`src/rtl/booth_pkg.sv`:
```
// Shared definitions for the Booth operand feeder: operand width, FSM encoding
// and watchdog limit.
package booth_pkg;

  localparam int OP_W = 16;
  localparam int WD_W = 7;
  localparam logic [WD_W-1:0] WD_LIMIT = 7'd96;

  typedef enum logic [2:0] {
    IDLE      = 3'd0,
    START     = 3'd1,
    LOAD_M    = 3'd2,
    LOAD_Q    = 3'd3,
    WAIT_DONE = 3'd4,
    WAIT_CLR  = 3'd5
  } state_t;

  typedef struct packed {
    logic [OP_W-1:0] mcand;
    logic [OP_W-1:0] mplier;
  } operand_pair_t;

endpackage

```
`src/rtl/booth_watchdog.sv`:
```
// Saturating watchdog counter: cleared when a job launches, counts while the
// feeder waits for the multiplier, flags when the limit is reached.
module booth_watchdog
  import booth_pkg::*;
#(
  parameter logic [WD_W-1:0] LIMIT = WD_LIMIT
) (
  input  logic clk,
  input  logic rst,
  input  logic i_clear,
  input  logic i_enable,
  output logic o_hit
);

  logic [WD_W-1:0] r_count;

  // NOTE: sequential state is assigned with <= so every flop samples the
  // pre-edge values; blocking assignments here would create order-dependent races.
  always_ff @(posedge clk or posedge rst) begin
    if (rst) begin
      r_count <= '0;
    end else if (i_clear) begin
      r_count <= '0;
    end else if (i_enable && !o_hit) begin
      r_count <= r_count + 1'b1;
    end
  end

  assign o_hit = (r_count == LIMIT);

endmodule

```
`src/rtl/booth_operand_feeder.sv`:
```
// Feeds operand pairs to a Booth multiplier over a shared bus: start pulse,
// multiplicand, multiplier, then waits for done. Define BOOTH_FEED_SKID_EN for a 1-entry skid buffer.
module booth_operand_feeder
  import booth_pkg::*;
(
  input  logic            clk,
  input  logic            rst,
  input  logic            s_valid,
  input  logic [OP_W-1:0] s_mcand,
  input  logic [OP_W-1:0] s_mplier,
  output logic            s_ready,
  output logic            start,
  output logic [OP_W-1:0] data_in,
  input  logic            mult_done,
  output logic            job_done,
  output logic            timeout,
  output logic            busy
);

  state_t        r_state;
  state_t        w_next;
  operand_pair_t r_op;
  operand_pair_t w_in_pair;
  operand_pair_t w_launch_pair;
  logic          w_launch;
  logic          w_wd_hit;
  logic          w_job_done_set;
  logic          w_timeout_set;
  logic          r_job_done;
  logic          r_timeout;

  assign w_in_pair = '{mcand: s_mcand, mplier: s_mplier};

`ifdef BOOTH_FEED_SKID_EN
  operand_pair_t r_skid;
  logic          r_skid_valid;
  logic          w_accept;

  assign s_ready  = !r_skid_valid;
  assign w_accept = s_valid && s_ready;
  // A buffered pair always wins over a newly offered one.
  assign w_launch      = (r_state == IDLE) && !mult_done && (r_skid_valid || s_valid);
  assign w_launch_pair = r_skid_valid ? r_skid : w_in_pair;

  always_ff @(posedge clk or posedge rst) begin
    if (rst) begin
      r_skid_valid <= 1'b0;
      r_skid       <= '0;
    end else if (r_skid_valid) begin
      if (w_launch) begin
        r_skid_valid <= 1'b0;
      end
    end else if (w_accept && !w_launch) begin
      r_skid_valid <= 1'b1;
      r_skid       <= w_in_pair;
    end
  end
`else
  assign s_ready       = (r_state == IDLE) && !mult_done;
  assign w_launch      = s_valid && s_ready;
  assign w_launch_pair = w_in_pair;
`endif

  booth_watchdog u_watchdog (
    .clk      (clk),
    .rst      (rst),
    .i_clear  (w_launch),
    .i_enable (r_state == WAIT_DONE),
    .o_hit    (w_wd_hit)
  );

  always_ff @(posedge clk or posedge rst) begin
    if (rst) begin
      r_state <= IDLE;
    end else begin
      r_state <= w_next;
    end
  end

  // NOTE: every output of this block gets a default first, so no path leaves
  // a signal unassigned and no latch is inferred.
  always_comb begin
    w_next         = r_state;
    start          = 1'b0;
    data_in        = '0;
    w_job_done_set = 1'b0;
    w_timeout_set  = 1'b0;
    unique case (r_state)
      IDLE: begin
        if (w_launch) begin
          w_next = START;
        end
      end
      START: begin
        start  = 1'b1;
        w_next = LOAD_M;
      end
      LOAD_M: begin
        data_in = r_op.mcand;
        w_next  = LOAD_Q;
      end
      LOAD_Q: begin
        data_in = r_op.mplier;
        w_next  = WAIT_DONE;
      end
      WAIT_DONE: begin
        data_in = r_op.mplier;
        // A real completion takes priority over a watchdog hit on the same cycle.
        if (mult_done) begin
          w_job_done_set = 1'b1;
          w_next         = WAIT_CLR;
        end else if (w_wd_hit) begin
          w_timeout_set = 1'b1;
          w_next        = WAIT_CLR;
        end
      end
      WAIT_CLR: begin
        if (!mult_done) begin
          w_next = IDLE;
        end
      end
      default: begin
        w_next = IDLE;
      end
    endcase
  end

  // NOTE: the operand registers are reset even though their value is only read
  // after a launch, so data_in and internal state are fully defined out of reset.
  always_ff @(posedge clk or posedge rst) begin
    if (rst) begin
      r_op <= '0;
    end else if (w_launch) begin
      r_op <= w_launch_pair;
    end
  end

  always_ff @(posedge clk or posedge rst) begin
    if (rst) begin
      r_job_done <= 1'b0;
      r_timeout  <= 1'b0;
    end else begin
      r_job_done <= w_job_done_set;
      if (w_timeout_set) begin
        r_timeout <= 1'b1;
      end
    end
  end

  assign job_done = r_job_done;
  assign timeout  = r_timeout;
  assign busy     = (r_state != IDLE);

endmodule

```
`config.mk`:
```
export PLATFORM = sky130hd
export DESIGN_NAME = booth_operand_feeder
export DESIGN_NICKNAME = d
export VERILOG_FILES = /design/src/rtl/booth_pkg.sv /design/src/rtl/booth_watchdog.sv /design/src/rtl/booth_operand_feeder.sv
export SDC_FILE = /design/constraint.sdc
export NUM_CORES = 1
export LEC_CHECK = 0
export ABC_AREA = 1
export BUFFER_PORTS_ARGS = -buffer_cell sky130_fd_sc_hd__buf_2
export CORE_ASPECT_RATIO = 0.5
export CORE_MARGIN = 1.5
export CORE_UTILIZATION = 53
export CTS_CLUSTER_SIZE = 25
export DETAILED_ROUTE_END_ITERATION = 16
export PLACE_DENSITY_LB_ADDON = 0.3
export SYNTH_ARGS = -nofsm -noshare
export SYNTH_HDL_FRONTEND = slang
export SYNTH_SLANG_ARGS = --single-unit
export TNS_END_PERCENT = 5
```
`constraint.sdc`:
```
create_clock -name clk -period 1.5 [get_ports clk]
set_input_delay 0.15 -clock clk [delete_from_list [all_inputs] [get_ports clk]]
set_output_delay 0.15 -clock clk [all_outputs]
set_load 0.005 [all_outputs]
```
==> metrics.md <==
| Metric | Value |
|---|---|
| Synth cell count leaders | nand2_1 (47), inv_1 (45), dfrtp_1 (44) |
| Reg2Reg Setup Slack | -70 ps |
| Hold path endpoint | r_op[21]$_DFFE_PP0N_ |
| Hold Slack | 46.23 ps |
| Max Cap Viol | 0 |
| Initial antenna violation count | 0 |
| Post-Synthesis Cells | 251 |
| Initial Util | 0.5641 |
| Total Routing Usage GR | 0.2388 |
| Hold WC Path Type | input pin to flip-flop |
| Placeable Area | 3964 sq um |
| Slew HR | 0.8136 |
| Synth unique cells | 24 |
| CP Class | flip-flop to primary output |
| Fin Clk Skew | 5.470 ps |
| Grt ovf | 0 |
| Worst-path maximum fanout | 9 |
| Fin. max-slew vios | 0 |
| Setup WS pre-CTS | -78.05 ps |
| Die Height | 48.93 um |
| Placed cell area | 2599 sq um |
| Final GP Congestion | 0.8682 |
| Number of buffers created by CTS | 5 |
| CP startpoint kind | flip-flop |
| Share of cells above drive strength 1 | 0.4245 |
| Filler cells | 298 |
| Reg2Reg Launch Point | r_state[0]$_DFFE_PP0P_ |
| Status | finished, violations left |
| HP Start | s_mcand[5] |
| R2R cell count | 8 |
| Setup TNS | -2423 ps |
| TritonRoute pass-1 iters | 4 |
| Drt drc | 0 |
| Synth Cell Area | 2236 sq um |
| N_diodes | 0 |
| LEAKAGE | 1.457 nW |
| Required @ worst endpoint | 1350 ps |
| Period minus WS final | 1623 ps |
| Max VDD drop | 0.0007939 V |
| Site Rows | 16 |
| Vias in the first global route | 1864 |
| Final WL | 5.039 mm |
| HPWL after DPL | 3.277 mm |
| Top cells by area, synth | dfrtp_1 (49%), o21ai_2 (11%), nand2_1 (7.9%) |
| Area Overhead vs Synth | 29.04% |
| Top FF cell, synth | dfrtp_1 |
| Nets | 355 |
| Worst Hold Path Cells | 3 |
| Final instance area | 2885 sq um |
| Die area | 4641 sq um |
| Drt initial violations | 77 |
| Count of warnings emitted by yosys | 0 |
| Worst Path Arrival | 1470 ps |
| Port Buffers | 56 |
| Clock-pin slew of the registers on the worst-case setup and hold paths | 90 ps |
| FFs w/ async S/R, synth | 1.000 |
| Htree depth | 2 |
| Clock buffer depth | 2 |
| Worst skew pair latency | 300 ps |
| CP endpoint kind | primary output |
| Slew @ Worst Pin | 279.6 ps |
| Final setup vio count | 35 |
| Count leader, synth | nand2_1 |
| Avg Cell Area, Syn | 8.908 sq um |
| Sequential fraction of the synthesis area | 0.4924 |
| Reg2reg end | r_op[0]$_DFFE_PP0N_ |
| Layout Utilization | 0.7279 |
| Post-synth top area share | 0.4924 |
| Die W | 94.86 um |
| Vias per inst | 5.078 |
| Pin count of the biggest net entering global routing | 45 |
| EDFF count, synth | 0 |
| Power Density | 1955 nW/um^2 |
| First-pass GRT wire length | 8.459 mm |
| Failing checks | negative setup slack |
| Flops & latches, synth | 44 |
| Fin crit share | 1.082 |
| ANT nets after route | 0 |
| Mapped Nets | 289 |
| Vias | 1889 |
| Final count of hold timing violations | 0 |
| Synth area leader | dfrtp_1 |
| RSZ-0062 raised after global routing | yes |
| Wire length per cell | 13.55 um |
| Fin worst setup slack | -122.7 ps |
| IO Pins | 57 |
| CTS tree | yes |
| Fmax | 616.3 MHz |
| Root buffer cell | clkbuf_8 |
| # clock sinks | 44 |
==> worst max-delay path, cell delays in order, from the launching register on <==
cell and delay [ps]:
dfrtp_1 390, buf_4 150, inv_2 70, nand3_4 100, buf_12 170, o22ai_2 150, buf_2 130
==> routing by layer <==
layer / track usage / routed length, um
met3: 0.04829 / 203
met4: 0.07463 / 61
met1: 0.3010 / 2203
met5: 0 / 0
met2: 0.4143 / 2570
==> logic make-up (layout without fill, tap and decap cells) <==
| group | after synthesis | after routing | synth area share |
|---|---|---|---|
| simple gates | 86 | 86 | 0.1763 |
| buf+inv | 58 | 125 | 0.1214 |
| compound gates | 60 | 60 | 0.1947 |
| xor+xnor | 1 | 1 | 0.003918 |
| flops | 44 | 44 | 0.4924 |
| fa+ha+maj | 2 | 2 | 0.01119 |
==> flip-flops by register name, summed over array words and instances (netlist names) <==
register	flops
job_done	1
r_op	32
r_state	3
timeout	1
u_watchdog.r_count	7
==> cell usage in the layout, fill, tap and decap left out, drive strengths merged <==
| cell type | count |
|---|---|
| clkinvlp | 1 |
| a31oi | 1 |
| dfrtp | 44 |
| ha | 2 |
| nand2 | 57 |
| xor2 | 1 |
| nor2 | 16 |
| inv | 46 |
| o22ai | 16 |
| a21o | 1 |
| buf | 69 |
| dlygate4sd3 | 1 |
| bufinv | 1 |
| nand4 | 6 |
| clkinv | 2 |
| a21oi | 3 |
| o21bai | 1 |
| clkbuf | 5 |
| nand3 | 7 |
| o21ai | 38 |
==> layout make-up <==
class	count	area, sq um	area share
clock inverter	3	46.29	0.01605
clock buffer	5	68.82	0.02385
tap	54	67.56	0.02342
multi-input combinational	149	930.9	0.3226
inverter	47	181.4	0.06288
sequential	44	1104	0.3825
timing repair buffer	70	486.7	0.1687
==> worst max path at each step <==
| stage | start | end | cells after the start |
|---|---|---|---|
| 6_report | r_state[0]$_DFFE_PP0P_ | data_in[10] | 6 |
| 3_3_place_gp | r_state[1]$_DFFE_PP0P_ | data_in[4] | 4 |
| 2_1_floorplan | r_state[2]$_DFFE_PP0P_ | data_in[10] | 4 |
| 3_5_place_dp | r_state[1]$_DFFE_PP0P_ | data_in[0] | 4 |
| 5_1_grt | r_state[0]$_DFFE_PP0P_ | data_in[3] | 6 |
| 4_1_cts | r_state[0]$_DFFE_PP0P_ | data_in[12] | 6 |
==> power breakdown <==
group / switching (mW) / internal [mW] / leakage, nW
clock: 0.431 / 0.502 / 0.0548
combinational: 1.49 / 1.28 / 0.854
sequential: 0.244 / 1.70 / 0.548
==> per-stage QoR <==
stage	power, mW	cells
after floorplan	3.499	251
after global placement	4.124	358
after detailed placement	4.233	358
after CTS	5.591	372
after global routing	6.051	372
final	5.641	372
==> timing repair <==
item	4_1_cts	5_1_grt
setup buffers	4	0
gates resized for setup	12	10
setup endpoints to repair	16	59
cloned	1	0
hold buffers	1	0
hold endpoints to repair	44	0
pin swaps	2	1
No activity file was read; power rests on OpenSTA's default activity.
